===== src/rtl/pipeline_buffer_if.sv =====
// Handshake, control and status bundle for pipeline_buffer.
// slave: the buffer's view; master: the producer/consumer/controller side.
interface pipeline_buffer_if #(
    parameter int unsigned DATA_WIDTH = 32,
    parameter int unsigned DEPTH      = 2
);
    localparam int unsigned CW = $clog2(DEPTH + 1);

    logic                  s_data_valid;
    logic                  s_data_ready;
    logic [DATA_WIDTH-1:0] s_data_data;
    logic                  m_data_valid;
    logic                  m_data_ready;
    logic [DATA_WIDTH-1:0] m_data_data;
    logic                  s_ctrl_flush;
    logic                  s_ctrl_stall;
    logic                  s_status_busy;
    logic [CW-1:0]         s_status_count;
    logic                  s_status_full;
    logic                  s_status_afull;

    modport slave (
        input  s_data_valid, s_data_data, m_data_ready, s_ctrl_flush, s_ctrl_stall,
        output s_data_ready, m_data_valid, m_data_data,
               s_status_busy, s_status_count, s_status_full, s_status_afull
    );

    modport master (
        output s_data_valid, s_data_data, m_data_ready, s_ctrl_flush, s_ctrl_stall,
        input  s_data_ready, m_data_valid, m_data_data,
               s_status_busy, s_status_count, s_status_full, s_status_afull
    );
endinterface


===== src/rtl/pipeline_buffer.sv =====
// Elastic pipeline stage: circular buffer of DEPTH entries with valid/ready
// on both sides, flush/stall control and occupancy status.
// The interface instance must be built with the same DATA_WIDTH and DEPTH.
module pipeline_buffer #(
    parameter int unsigned DATA_WIDTH   = 32,
    parameter int unsigned DEPTH        = 2,
    parameter int unsigned READY_PASS   = 1,
    parameter int unsigned AFULL_THRESH = DEPTH - 1
) (
    input  logic               clk_i,
    input  logic               rst_i,
    pipeline_buffer_if.slave   bus
);
    localparam int unsigned PW = (DEPTH > 1) ? $clog2(DEPTH) : 1;
    localparam int unsigned CW = $clog2(DEPTH + 1);
    // A threshold of 0 would hold afull high while empty; clamp to 1.
    localparam int unsigned AT = (AFULL_THRESH < 1) ? 1 : AFULL_THRESH;

    localparam logic [PW-1:0] LAST_PTR = PW'(DEPTH - 1);
    localparam logic [CW-1:0] FULL_CNT = CW'(DEPTH);
    localparam logic [CW-1:0] AF_CNT   = CW'(AT);

    logic [DATA_WIDTH-1:0] r_mem [DEPTH];
    logic [PW-1:0]         r_wr_ptr;
    logic [PW-1:0]         r_rd_ptr;
    logic [CW-1:0]         r_count;

    logic w_block;
    logic w_full;
    logic w_nonempty;
    logic w_s_ready;
    logic w_m_valid;
    logic w_push;
    logic w_pop;

    assign w_block    = rst_i | bus.s_ctrl_flush | bus.s_ctrl_stall;
    assign w_full     = (r_count == FULL_CNT);
    assign w_nonempty = (r_count != '0);

    // READY_PASS=0 keeps m_data_ready out of the s_data_ready cone entirely.
    assign w_s_ready = ~w_block &
                       ((READY_PASS != 0) ? (~w_full | bus.m_data_ready) : ~w_full);
    assign w_m_valid = w_nonempty & ~w_block;

    assign w_push = bus.s_data_valid & w_s_ready;
    assign w_pop  = w_m_valid & bus.m_data_ready;

    assign bus.s_data_ready   = w_s_ready;
    assign bus.m_data_valid   = w_m_valid;
    assign bus.m_data_data    = w_nonempty ? r_mem[r_rd_ptr] : '0;
    assign bus.s_status_busy  = w_nonempty;
    assign bus.s_status_count = r_count;
    assign bus.s_status_full  = w_full;
    assign bus.s_status_afull = (r_count >= AF_CNT);

    // Storage write; push already excludes reset/flush/stall and invalid input.
    always_ff @(posedge clk_i) begin
        if (w_push) begin
            r_mem[r_wr_ptr] <= bus.s_data_data;
        end
    end

    // Pointer and occupancy update: reset/flush clear, stall holds.
    always_ff @(posedge clk_i) begin
        if (rst_i || bus.s_ctrl_flush) begin
            r_wr_ptr <= '0;
            r_rd_ptr <= '0;
            r_count  <= '0;
        end else if (!bus.s_ctrl_stall) begin
            if (w_push) begin
                r_wr_ptr <= (r_wr_ptr == LAST_PTR) ? '0 : r_wr_ptr + 1'b1;
            end
            if (w_pop) begin
                r_rd_ptr <= (r_rd_ptr == LAST_PTR) ? '0 : r_rd_ptr + 1'b1;
            end
            if (w_push && !w_pop) begin
                r_count <= r_count + 1'b1;
            end else if (w_pop && !w_push) begin
                r_count <= r_count - 1'b1;
            end
        end
    end
endmodule


===== src/flat_wrapper.sv =====
// flat-port wrapper written by rule: the top's interface ports become plain ports
module pipeline_buffer_flat 
#(
    parameter int unsigned DATA_WIDTH   = 32,
    parameter int unsigned DEPTH        = 2,
    parameter int unsigned READY_PASS   = 1,
    parameter int unsigned AFULL_THRESH = DEPTH - 1
)
  (clk_i, rst_i, bus_s_data_valid, bus_s_data_data, bus_m_data_ready, bus_s_ctrl_flush, bus_s_ctrl_stall, bus_s_data_ready, bus_m_data_valid, bus_m_data_data, bus_s_status_busy, bus_s_status_count, bus_s_status_full, bus_s_status_afull);
  pipeline_buffer_if #(.DATA_WIDTH(DATA_WIDTH), .DEPTH(DEPTH)) bus_i ();
  input  logic clk_i;
  input  logic rst_i;
  input wire logic [$bits(bus_i.s_data_valid)-1:0] bus_s_data_valid;
  input wire logic [$bits(bus_i.s_data_data)-1:0] bus_s_data_data;
  input wire logic [$bits(bus_i.m_data_ready)-1:0] bus_m_data_ready;
  input wire logic [$bits(bus_i.s_ctrl_flush)-1:0] bus_s_ctrl_flush;
  input wire logic [$bits(bus_i.s_ctrl_stall)-1:0] bus_s_ctrl_stall;
  output wire logic [$bits(bus_i.s_data_ready)-1:0] bus_s_data_ready;
  output wire logic [$bits(bus_i.m_data_valid)-1:0] bus_m_data_valid;
  output wire logic [$bits(bus_i.m_data_data)-1:0] bus_m_data_data;
  output wire logic [$bits(bus_i.s_status_busy)-1:0] bus_s_status_busy;
  output wire logic [$bits(bus_i.s_status_count)-1:0] bus_s_status_count;
  output wire logic [$bits(bus_i.s_status_full)-1:0] bus_s_status_full;
  output wire logic [$bits(bus_i.s_status_afull)-1:0] bus_s_status_afull;
  assign bus_i.s_data_valid = bus_s_data_valid;
  assign bus_i.s_data_data = bus_s_data_data;
  assign bus_i.m_data_ready = bus_m_data_ready;
  assign bus_i.s_ctrl_flush = bus_s_ctrl_flush;
  assign bus_i.s_ctrl_stall = bus_s_ctrl_stall;
  assign bus_s_data_ready = bus_i.s_data_ready;
  assign bus_m_data_valid = bus_i.m_data_valid;
  assign bus_m_data_data = bus_i.m_data_data;
  assign bus_s_status_busy = bus_i.s_status_busy;
  assign bus_s_status_count = bus_i.s_status_count;
  assign bus_s_status_full = bus_i.s_status_full;
  assign bus_s_status_afull = bus_i.s_status_afull;
  pipeline_buffer #(.DATA_WIDTH(DATA_WIDTH), .DEPTH(DEPTH), .READY_PASS(READY_PASS), .AFULL_THRESH(AFULL_THRESH)) u_core (.clk_i(clk_i), .rst_i(rst_i), .bus(bus_i));
endmodule

===== config.mk =====
export PLATFORM = sky130hd
export DESIGN_NAME = pipeline_buffer_flat
export DESIGN_NICKNAME = d
export VERILOG_FILES = /design/src/rtl/pipeline_buffer_if.sv /design/src/rtl/pipeline_buffer.sv /design/src/flat_wrapper.sv
export SDC_FILE = /design/constraint.sdc
export NUM_CORES = 1
export LEC_CHECK = 0
export ABC_AREA = 1
export BUFFER_PORTS_ARGS = -buffer_cell sky130_fd_sc_hd__buf_2
export CAP_MARGIN = 5
export CORE_UTILIZATION = 30
export DETAILED_ROUTE_END_ITERATION = 10
export MAX_ROUTING_LAYER = met4
export RECOVER_POWER = 100
export SLEW_MARGIN = 25
export SYNTH_ARGS = -nofsm -noshare
export SYNTH_HDL_FRONTEND = slang
export SYNTH_SLANG_ARGS = --single-unit
export TNS_END_PERCENT = 5

===== constraint.sdc =====
create_clock -name clk_i -period 6 [get_ports clk_i]
set_clock_uncertainty 0.05 [all_clocks]
set_input_delay 1.2 -clock clk_i [delete_from_list [all_inputs] [get_ports clk_i]]
set_output_delay 1.2 -clock clk_i [all_outputs]
set_load 0.1 [all_outputs]

Word level (Yosys, flattened, before mapping)

Memories as Yosys holds them, arrays and structs flattened. A register that Yosys moved wholly into a read port is not among the register bits.
Cells that the tools add are included.

Equality and inequality tests: 1
Reductions and logical operators: 10
Multiplexer cells: 9
$add $sub $neg: 4
$lt $le $gt $ge: 1
Bitwise gates (word level): 10

Operators with widths:

| cell                | count |
|---|---|
| $mux 32             | 1 |
| $mux 1              | 6 |
| $reduce_and 2->1    | 3 |
| $and 1x1->1         | 4 |
| $mux 2              | 2 |
| $reduce_bool 2->1   | 2 |
| $not 1->1           | 3 |
| $or 1x1->1          | 3 |
| $add 1x1->1 const B | 2 |
| $add 2x1->2 const B | 1 |
| $eq 2x2->1 const B  | 1 |
| $ge 2x1->1 const B  | 1 |
| $logic_and 1x1->1   | 2 |
| $logic_not 1->1     | 2 |
| $sub 2x1->2 const B | 1 |
| $logic_or 1x1->1    | 1 |

Memories: 1
Word-level logic and storage cells: 39
Input bits: 38
Bits in writable memories: 64
Flip-flop bits (word level): 4

Memory list:

| name         | words | bits a word | rd ports | clocked after memory_dff | write ports | line                  | text |
|---|---|---|---|---|---|---|---|
| u_core.r_mem | 2     | 32          | 1        | 1                        | 1           | pipeline_buffer.sv:23 | `logic [DATA_WIDTH-1:0] r_mem [DEPTH];` |

Longest topological paths before layout

Gate-level depths: netlist (run 1).

Word-level depth: 9
Gate-level depth with buffers: 10

Worst setup path after synthesis (run 1)

Ideal clock, no wire load.

Path kind: reg2reg
Start point: register u_core.r_count[0] (netlist: u_core.bus.s_status_count[0])
End point: memory u_core.r_mem[0][0] (enable)
Slack: 0.313 ns
Buffers on the path: 0
Clock period less this slack: 5.687 ns
Data arrival time: 5.135 ns
Setup time: 0.501 ns
Stages on the path, launching flop included: 6
Required time: 5.449 ns
Cell sequence: dfxtp_1 inv_1 ha_1 inv_1 nor2_2 nor4_1

Cells in the longest elaborated chain, start to end: 7

RTL lines:

| element                      | line                  | text |
|---|---|---|
| start, declared              | pipeline_buffer.sv:26 | `logic [CW-1:0] r_count;` |
| start signal, assigned       | pipeline_buffer.sv:77 | `r_count <= r_count + 1'b1;` |
| start signal, assigned       | pipeline_buffer.sv:79 | `r_count <= r_count - 1'b1;` |
| $eq 2x2->1                   | pipeline_buffer.sv:37 | `assign w_full = (r_count == FULL_CNT);` |
| via bus_s_status_full        | flat_wrapper.sv:23    | `output wire logic [$bits(bus_i.s_status_full)-1:0] bus_s_status_full;` |
| $not 1->1                    | pipeline_buffer.sv:42 | `((READY_PASS != 0) ? (~w_full \| bus.m_data_ready) : ~w_full);` |
| $or 1x1->1                   | pipeline_buffer.sv:42 |  |
| $and 1x1->1                  | pipeline_buffer.sv:41 | `assign w_s_ready = ~w_block &` |
| $and 1x1->1                  | pipeline_buffer.sv:45 | `assign w_push = bus.s_data_valid & w_s_ready;` |
| $mux 1                       | pipeline_buffer.sv:58 | `if (w_push) begin` |
| $mux 1 (implied by the code) | pipeline_buffer.sv:59 | `r_mem[r_wr_ptr] <= bus.s_data_data;` |
| end, declared                | pipeline_buffer.sv:23 |  |

The timed path passes the listed nets, and every way through them passes these cells.

Final worst setup path (run 1)

Start point: register u_core.r_count[0] (netlist: u_core.bus.s_status_count[0])
End point: output port bus_m_data_data[18]

Cells in the longest elaborated chain, start to end: 2

RTL lines:

| element           | line                  | text |
|---|---|---|
| $reduce_bool 2->1 | pipeline_buffer.sv:38 | `assign w_nonempty = (r_count != '0);` |
| $mux 32           | pipeline_buffer.sv:50 | `assign bus.m_data_data = w_nonempty ? r_mem[r_rd_ptr] : '0;` |
| end, declared     | flat_wrapper.sv:20    | `output wire logic [$bits(bus_i.m_data_data)-1:0] bus_m_data_data;` |

No other way between the ends.

==> results of run 1 <==
-- per-layer routing --
metal | vias up | share of wire [%]
li1 | 892 | -
met1 | 842 | 46
met2 | 47 | 48
met3 | 9 | 5.3
met4 | 0 | 1.4
met5 | - | 0
-- kinds of logic (layout without fill, tap and decap cells) --
kind of cell,after synthesis,count (layout),share of synthesized area (%)
buf+inv,20,105,3.19
xor+xnor,1,1,0.324
compound gates,35,35,6.48
fa+ha+maj,4,4,1.85
flops,69,69,74.8
simple gates,84,84,13.3
-- final timing paths --
path,start,end,slack (ns)
max,u_core.bus.s_status_count[0],bus_m_data_data[18],1.77
min,u_core.r_wr_ptr,u_core.r_wr_ptr,0.48
min reg2reg,u_core.r_wr_ptr,u_core.r_wr_ptr,0.48
max reg2reg,u_core.bus.s_status_count[0],u_core.r_mem[1][25],2.94
-- state kept, by name, indices dropped and copies added, names as in the netlist, named ones only --
name                       flops
u_core.bus.s_status_count      2
u_core.r_mem                  64
u_core.r_wr_ptr                1
u_core.r_rd_ptr                1
-- critical path, cell delays in order, from the launching register on --
cell      delay (ns)
dfxtp_1         0.38
inv_1           0.09
ha_1            0.22
inv_1           0.67
o21ai_0         0.25
nor2_1          0.15
clkbuf_1        0.87
-- placed cells by master, fill, tap and decap left out, types with 2 or more instances in the layout --
cell type   count
nor2_1         74
dfxtp_1         4
clkbuf_1       58
ha_1            4
nand2_1         5
clkinv_2        2
edfxtp_1       64
clkinvlp_4      2
inv_1          10
clkbuf_8        9
o21ai_0        34
buf_2          21
-- area by class of cell --
class	count	area [µm²]
timing repair buffer	78	319
clock buffer	10	128
multi-input combinational	124	577
inverter	11	41.3
fill	903	5430
tap	108	135
clock inverter	6	63.8
sequential	69	2020
-- report_power, final --
| group | switching [mW] | internal [mW] | total [mW] |
|---|---|---|---|
| clock | 0.173 | 0.191 | 0.364 |
| combinational | 0.0338 | 0.0102 | 0.0440 |
| sequential | 0.000924 | 0.530 | 0.531 |
==> results.ini, run 1 <==
[timing]
whs_ns=0.476
setup_viol=0
timing.final.ws_setup_ns=1.77
fin_crit_sh_pct=70.4
slew_violations=66
finalCriticalPeriod_ns=4.23
tns_ns=0
rsz0062_at_grt=no
worst_slew_pin_slew_ns=2.04
slew_headroom_pct=-35.9
hold_viol_final=0
fmax_mhz=237

[grt]
track_usage_pct=12.3
grt_pass1_vias=1748
grt_pass1_wl_um=8520
use_met3_pct=4.55
top_usage_layer=met2
met1_usage_pct=14.3
grtUsageMet2_pct=19.3
grt.overflow.total=0
antenna_found_initial=0
grt_max_degree=35

[critical_path]
worstPathMaxFanout=34
ff2ff_path_depth=8
crit_required_ns=4.75
crit_path_end_kind=primary output
critPathKind=register to primary output
critPathArrivalTime_ns=2.98
cp-start-kind=register

[clock_tree]
path_clk_slew_ns=0.08
cts_tree=done
cts_resized=0
cts_made_buffers=9
clockBufferDepth=2
clkLatencyLatePin_ns=0.33
clock-sinks=69
clockRootBuffer=clkbuf_8
hold_buffers=0
postCtsSetupBuffers=0
cts_htree_levels=3

[drt]
firstDrtPassIters=4
drt_iter0_markers=54
avgViaCountPerCell=4.41
wl_per_cell_um=13.2
drcViolationCount=0
finalWirelength_um=5380
ant_nets=0
num_vias=1790

[floorplan]
core-area_mm2=0.00872
die_h_um=96.9
dieArea_mm2=0.00939
pin_count=77
die_x_um=96.9
row_count=34
initial_core_util_pct=31.0

[synthesis]
synth_most_common_cell=nor2_1
avgSynthCellArea_um2=12.7
synth_fp_nets=255
ys_ff_latch=69
synth_top_area_share_pct=71.1
ys_seq_area_share_pct=74.8
synth_area_leader_cell=edfxtp_1
synth_commonest_cells=nor2_1, edfxtp_1, o21ai_0, inv_1, buf_2
synth_ff_type=edfxtp_1
yosysWarnings=0
synth_cell_types=19
async_flop_share_pct=0
synthCells=213
yosys-top-cells-area=edfxtp_1, nor2_1, o21ai_0, dfxtp_1, ha_1
synth-edff-count=64
syn_area_mm2=0.00270

[place]
placedInstanceArea_mm2=0.00319
hpwl_um=3300
dp_cells=390
dp_slack_ns=2.50
port_buffers=76
gp_congestion=0.725

[layout]
drive_gt1_share_pct=13.8
fin_cells=406
diodes=0
post-route-util_pct=37.7
area_growth_pct=21.6
nets=335
final_area_mm2=0.00329

[run_status]
status=finished, violations left
violations=capacitance limit, slew limit

[pwr]
total_power_uw=939
p_leak_nw=1.19
ir_drop_uv=141
powerDensity_mw_per_mm2=286

[hold_path]
holdPathStages=2
holdCritPathClass=register to register

[run]
cap_violations=2

(Power assumes the default switching activity.)
==> run 2, diff against run 1 <==
- ABC_AREA: 1 -> 0
- clock period: 6 -> 3.8 ns (I/O delays scaled with it)
==> results.ini, run 2 <==
[synthesis]
synth_cell_types=22
yosysWarnings=0
synth_commonest_cells=edfxtp_1, nor2_1, mux2i_1
synth_most_common_cell=edfxtp_1
synth_ff_type=edfxtp_1
ys_seq_area_share_pct=73.0
synth_area_leader_cell=edfxtp_1
synth_fp_nets=216
async_flop_share_pct=0
yosys-top-cells-area=edfxtp_1, mux2i_1, nor2_1, dfxtp_1, buf_6
avgSynthCellArea_um2=15.9
synthCells=174
ys_ff_latch=69
syn_area_mm2=0.00277
synth-edff-count=64
synth_top_area_share_pct=69.3

[timing]
fmax_mhz=318
finalCriticalPeriod_ns=3.15
fin_crit_sh_pct=82.8
rsz0062_at_grt=no
slew_violations=0
hold_viol_final=0
setup_viol=0
timing.final.ws_setup_ns=0.653
whs_ns=0.465
worst_slew_pin_slew_ns=1.30
slew_headroom_pct=12.8

[layout]
largest_reg_flops=64
area_growth_pct=22.9
drive_gt1_share_pct=19.5
diodes=0
final_common_cell=edfxtp_1
nets=299
post-route-util_pct=38.5
largest-register=u_core.r_mem
fin_cells=370
mostFrequentLayoutCells=edfxtp_1, clkbuf_1, nor2_1

[floorplan]
pin_count=77
initial_core_util_pct=31.3
die_x_um=98.1
row_count=34
core-area_mm2=0.00885
dieArea_mm2=0.00963
die_h_um=98.1

[grt]
track_usage_pct=11.3
antenna_found_initial=0
grt.overflow.total=0
grt_max_degree=36
grt_pass1_vias=1618
grt_pass1_wl_um=7730

[critical_path]
crit_path_end_kind=primary output
max_stage_delay_ns=0.88
r2r_setup_slack_ns=1.21
critPathArrivalTime_ns=2.34
crit_required_ns=2.99
critPathKind=register to primary output
worstPathMaxFanout=35
cp_cell_sequence=inv_1, ha_2, nor2_1, clkbuf_1
slowest_stage=clkbuf_1
ff2ff_path_depth=6
cp-start-kind=register
reg2reg_to=u_core.r_mem[1][11]
worstReg2RegStart=u_core.bus.s_status_count[0]

[run_status]
status=finished, violations left
violations=DRC

[drt]
ant_nets=0
finalWirelength_um=4840
firstDrtPassIters=7
drt_iter0_markers=40
num_vias=1610
wl_per_cell_um=13.1
drcViolationCount=5
avgViaCountPerCell=4.35

[place]
hpwl_um=3240
dp_cells=354
dp_slack_ns=1.01
port_buffers=76
gp_congestion=0.651

[pwr]
ir_drop_uv=248
powerDensity_mw_per_mm2=435
total_power_mw=1.48
p_leak_nw=1.09

[clock_tree]
cts_htree_levels=3
cts_resized=0
postCtsSetupBuffers=0
cts_made_buffers=9
clockRootBuffer=clkbuf_8
cts_tree=done
path_clk_slew_ns=0.08
hold_buffers=0
clockBufferDepth=2
clkLatencyLatePin_ns=0.34
clock-sinks=69

[hold_path]
holdPathStages=2
holdCritPathClass=register to register
holdCritStartpoint=u_core.r_rd_ptr

[run]
cap_violations=0

## run 2: cell count changes in the layout (fill, tap and decap cells not counted), moves of 2 or more
cell and delta:
buf_4 +2, nor2_1 -35, nand2_1 -3, buf_2 +4
xnor2_1 +3, mux2i_1 +32, inv_1 -5, clkbuf_1 -5
o21ai_0 -33
## run 2: logic make-up after synthesis
family / Yosys count / synth area share (%)
AO/OA/AOI/OAI: 2 / 0.361
flip-flops: 69 / 73.0
buffers and inverters: 14 / 3.43
multiplexers: 33 / 12.1
XOR/XNOR: 3 / 0.948
AND/OR/NAND/NOR: 49 / 8.40
adder cells (fa/ha/maj): 4 / 1.81
## run 2: routing by layer
layer	up-vias	wire length (µm)	share of wire, %	track usage [%]
li1	790	-	-	-
met1	762	2110	43	12.4
met2	53	2410	50	18.0
met3	5	277	5.7	3.58
met4	0	47	0.97	6.29
met5	-	0	0	-
## run 2: how the worst max path moves through the flow
stage,start,end,slack (ns),depth (start not counted)
after floorplan,u_core.bus.s_status_count[0],u_core.r_mem[0][0],-0.13,5
after global placement,bus_s_ctrl_flush,bus_s_data_ready,1.01,4
after detailed placement,bus_s_ctrl_flush,bus_s_data_ready,1.01,4
after CTS,u_core.bus.s_status_count[0],bus_m_data_valid,0.96,4
after global routing,u_core.bus.s_status_count[0],bus_m_data_data[21],0.48,4
final,u_core.bus.s_status_count[0],bus_m_data_data[12],0.65,4
## run 2: area by class of cell
| type | instances | area (µm²) |
|---|---|---|
| Tap cell | 108 | 135 |
| Timing Repair Buffer | 81 | 359 |
| Fill cell | 877 | 5440 |
| Inverter | 5 | 18.8 |
| Multi-Input combinational cell | 91 | 679 |
| Clock inverter | 7 | 66.3 |
| Clock buffer | 9 | 124 |
| Sequential cell | 69 | 2020 |
## run 2: power breakdown
part | switching [mW] | total (mW) | internal (mW)
sequential | 0.00231 | 0.840 | 0.838
combinational | 0.0573 | 0.0785 | 0.0213
clock | 0.265 | 0.563 | 0.298
total | 0.325 | 1.48 | 1.16
## run 2: stage by stage
stage	area, µm²	setup TNS (ns)
after floorplan	2790	-8.93
after global placement	3300	0
after detailed placement	3300	0
after CTS	3490	0
after global routing	3410	0
final	3410	0
## run 2: critical path, delay by kind of cell (launching register included)
kind | cells | cell delay, ns
adders and majority gates | 1 | 0.43
buffers and inverters | 2 | 0.97
DFF | 1 | 0.37
and+or+nand+nor | 1 | 0.21
==> run 3, diff against run 2 <==
- ABC_AREA: 0 -> 1
- clock period: 3.8 -> 2.7 ns (I/O delays scaled with it)
==> results.ini, run 3 (synthesis gave the netlist of run 1 again) <==
[drt]
wl_per_cell_um=13.3
firstDrtPassIters=4
drt_iter0_markers=63
avgViaCountPerCell=4.41
finalWirelength_um=5460
drcViolationCount=0
num_vias=1815
ant_nets=0

[critical_path]
cp-start-kind=register
crit_path_end_kind=primary output
crit_required_ns=2.11
max_stage_delay_ns=0.47
critPathMostFrequentCell=inv_1
critPathArrivalTime_ns=1.97
slowest_stage=clkbuf_2
worstPathMaxFanout=15
cp_cell_sequence=inv_1, ha_1, inv_1, buf_4, o21ai_0, nor2_2, clkbuf_2
critPathKind=register to primary output

[clock_tree]
clkLatencyLatePin_ns=0.33
cts_made_buffers=9
clockRootBuffer=clkbuf_8
cts_tree=done
clock-sinks=69
path_clk_slew_ns=0.07
hold_buffers=0
clockBufferDepth=2
postCtsSetupBuffers=0
cts_htree_levels=3

[floorplan]
die_x_um=96.9
initial_core_util_pct=31.0
dieArea_mm2=0.00939
pin_count=77
row_count=34
core-area_mm2=0.00872
die_h_um=96.9

[pwr]
ir_drop_uv=231
powerDensity_mw_per_mm2=545
total_power_mw=1.94
p_leak_nw=1.33

[layout]
nets=342
drive_gt1_share_pct=38.3
largest-register=u_core.r_mem
nFillCells=828
mostFrequentLayoutCells=edfxtp_1, nor2_1, o21ai_0
post-route-util_pct=40.8
largest_reg_flops=64
final_common_cell=edfxtp_1
fin_cells=412
area_growth_pct=31.7

[grt]
track_usage_pct=12.8
grt_pass1_vias=1733
grt_pass1_wl_um=8710
antenna_found_initial=1
grt.overflow.total=0
grt_max_degree=22

[place]
dp_cells=397
dp_slack_ns=0.399
gp_congestion=0.662
hpwl_um=3680
port_buffers=76

[timing]
setup_viol=0
timing.final.ws_setup_ns=0.141
hold_viol_final=0
fin_crit_sh_pct=94.8
slew_headroom_pct=21.5
fmax_mhz=391
worst_slew_pin_slew_ns=1.18
finalCriticalPeriod_ns=2.56
whs_ns=0.340
slew_violations=0
rsz0062_at_grt=no

[run]
cap_violations=0

[run_status]
status=finished clean

[hold_path]
holdCritPathClass=primary input to register

[run 3: cell count changes in the layout (fill, tap and decap cells not counted), sizes merged, moves of 2 or more]
cell / previous run / this run
clkinvlp: 3 / 1
xnor2: 3 / 0
nand2: 2 / 5
nor3b: 2 / 0
inv: 5 / 10
mux2i: 32 / 0
buf: 28 / 33
nor3: 3 / 1
o21ai: 1 / 34
nor2: 39 / 75
[run 3: worst paths after layout]
kind,from,to,slack [ns],depth (start not counted)
worst max-delay path,u_core.bus.s_status_count[0],bus_m_data_data[19],0.14,7
worst min-delay path,bus_s_data_data[22],u_core.r_mem[1][22],0.34,1
worst max register to register,u_core.bus.s_status_count[0],u_core.r_mem[1][26],0.23,8
worst min register to register,u_core.bus.s_status_count[0],u_core.bus.s_status_count[0],0.46,2
[run 3: final cells by class]
class                           instances  area [µm²]  share of cell area [%]
Antenna cell                            1        2.50                  0.0703
Clock buffer                           10         128                    3.59
Clock inverter                          4        17.5                   0.492
Inverter                               11        42.5                    1.20
Multi-Input combinational cell        124         739                    20.8
Sequential cell                        69        2030                    57.0
Tap cell                              108         135                    3.80
Timing Repair Buffer                   85         467                    13.1
[run 3: stage by stage]
step	area (µm²)	setup TNS [ns]
after CTS	3580	0
after global placement	3440	0
after floorplan	2870	-4.02
after global routing	3560	0
final	3560	0
after detailed placement	3440	0
[run 3: report_power, final]
group	leakage [nW]	internal [mW]	total, mW	switching, mW
Clock	0.0769	0.313	0.652	0.339
Combinational	0.635	0.0288	0.109	0.0798
Sequential	0.620	1.18	1.18	0.00216
Total	1.33	1.52	1.94	0.421
[run 3: what timing repair did]
action | 4_1_cts | 5_1_grt
endpoints found under the setup margin | 0 | 13
hold endpoints to repair | 0 | 0
resized for setup | 0 | 13
[run 3: layer usage]
layer	vias to the layer above	global-route usage (%)	part of all wire (%)
met3	7	4.62	5.1
li1	906	-	-
met5	-	-	0
met1	847	16.0	46
met2	55	18.9	48
met4	0	5.51	1.2
[run 3: worst max-delay path, delay by kind of cell, from the launching register on]
| kind | cells | cell delay, ns |
|---|---|---|
| flip-flops | 1 | 0.36 |
| AND/OR/NAND/NOR | 1 | 0.12 |
| adder cells (fa/ha/maj) | 1 | 0.22 |
| AO/OA/AOI/OAI | 1 | 0.13 |
| buffers and inverters | 4 | 0.80 |
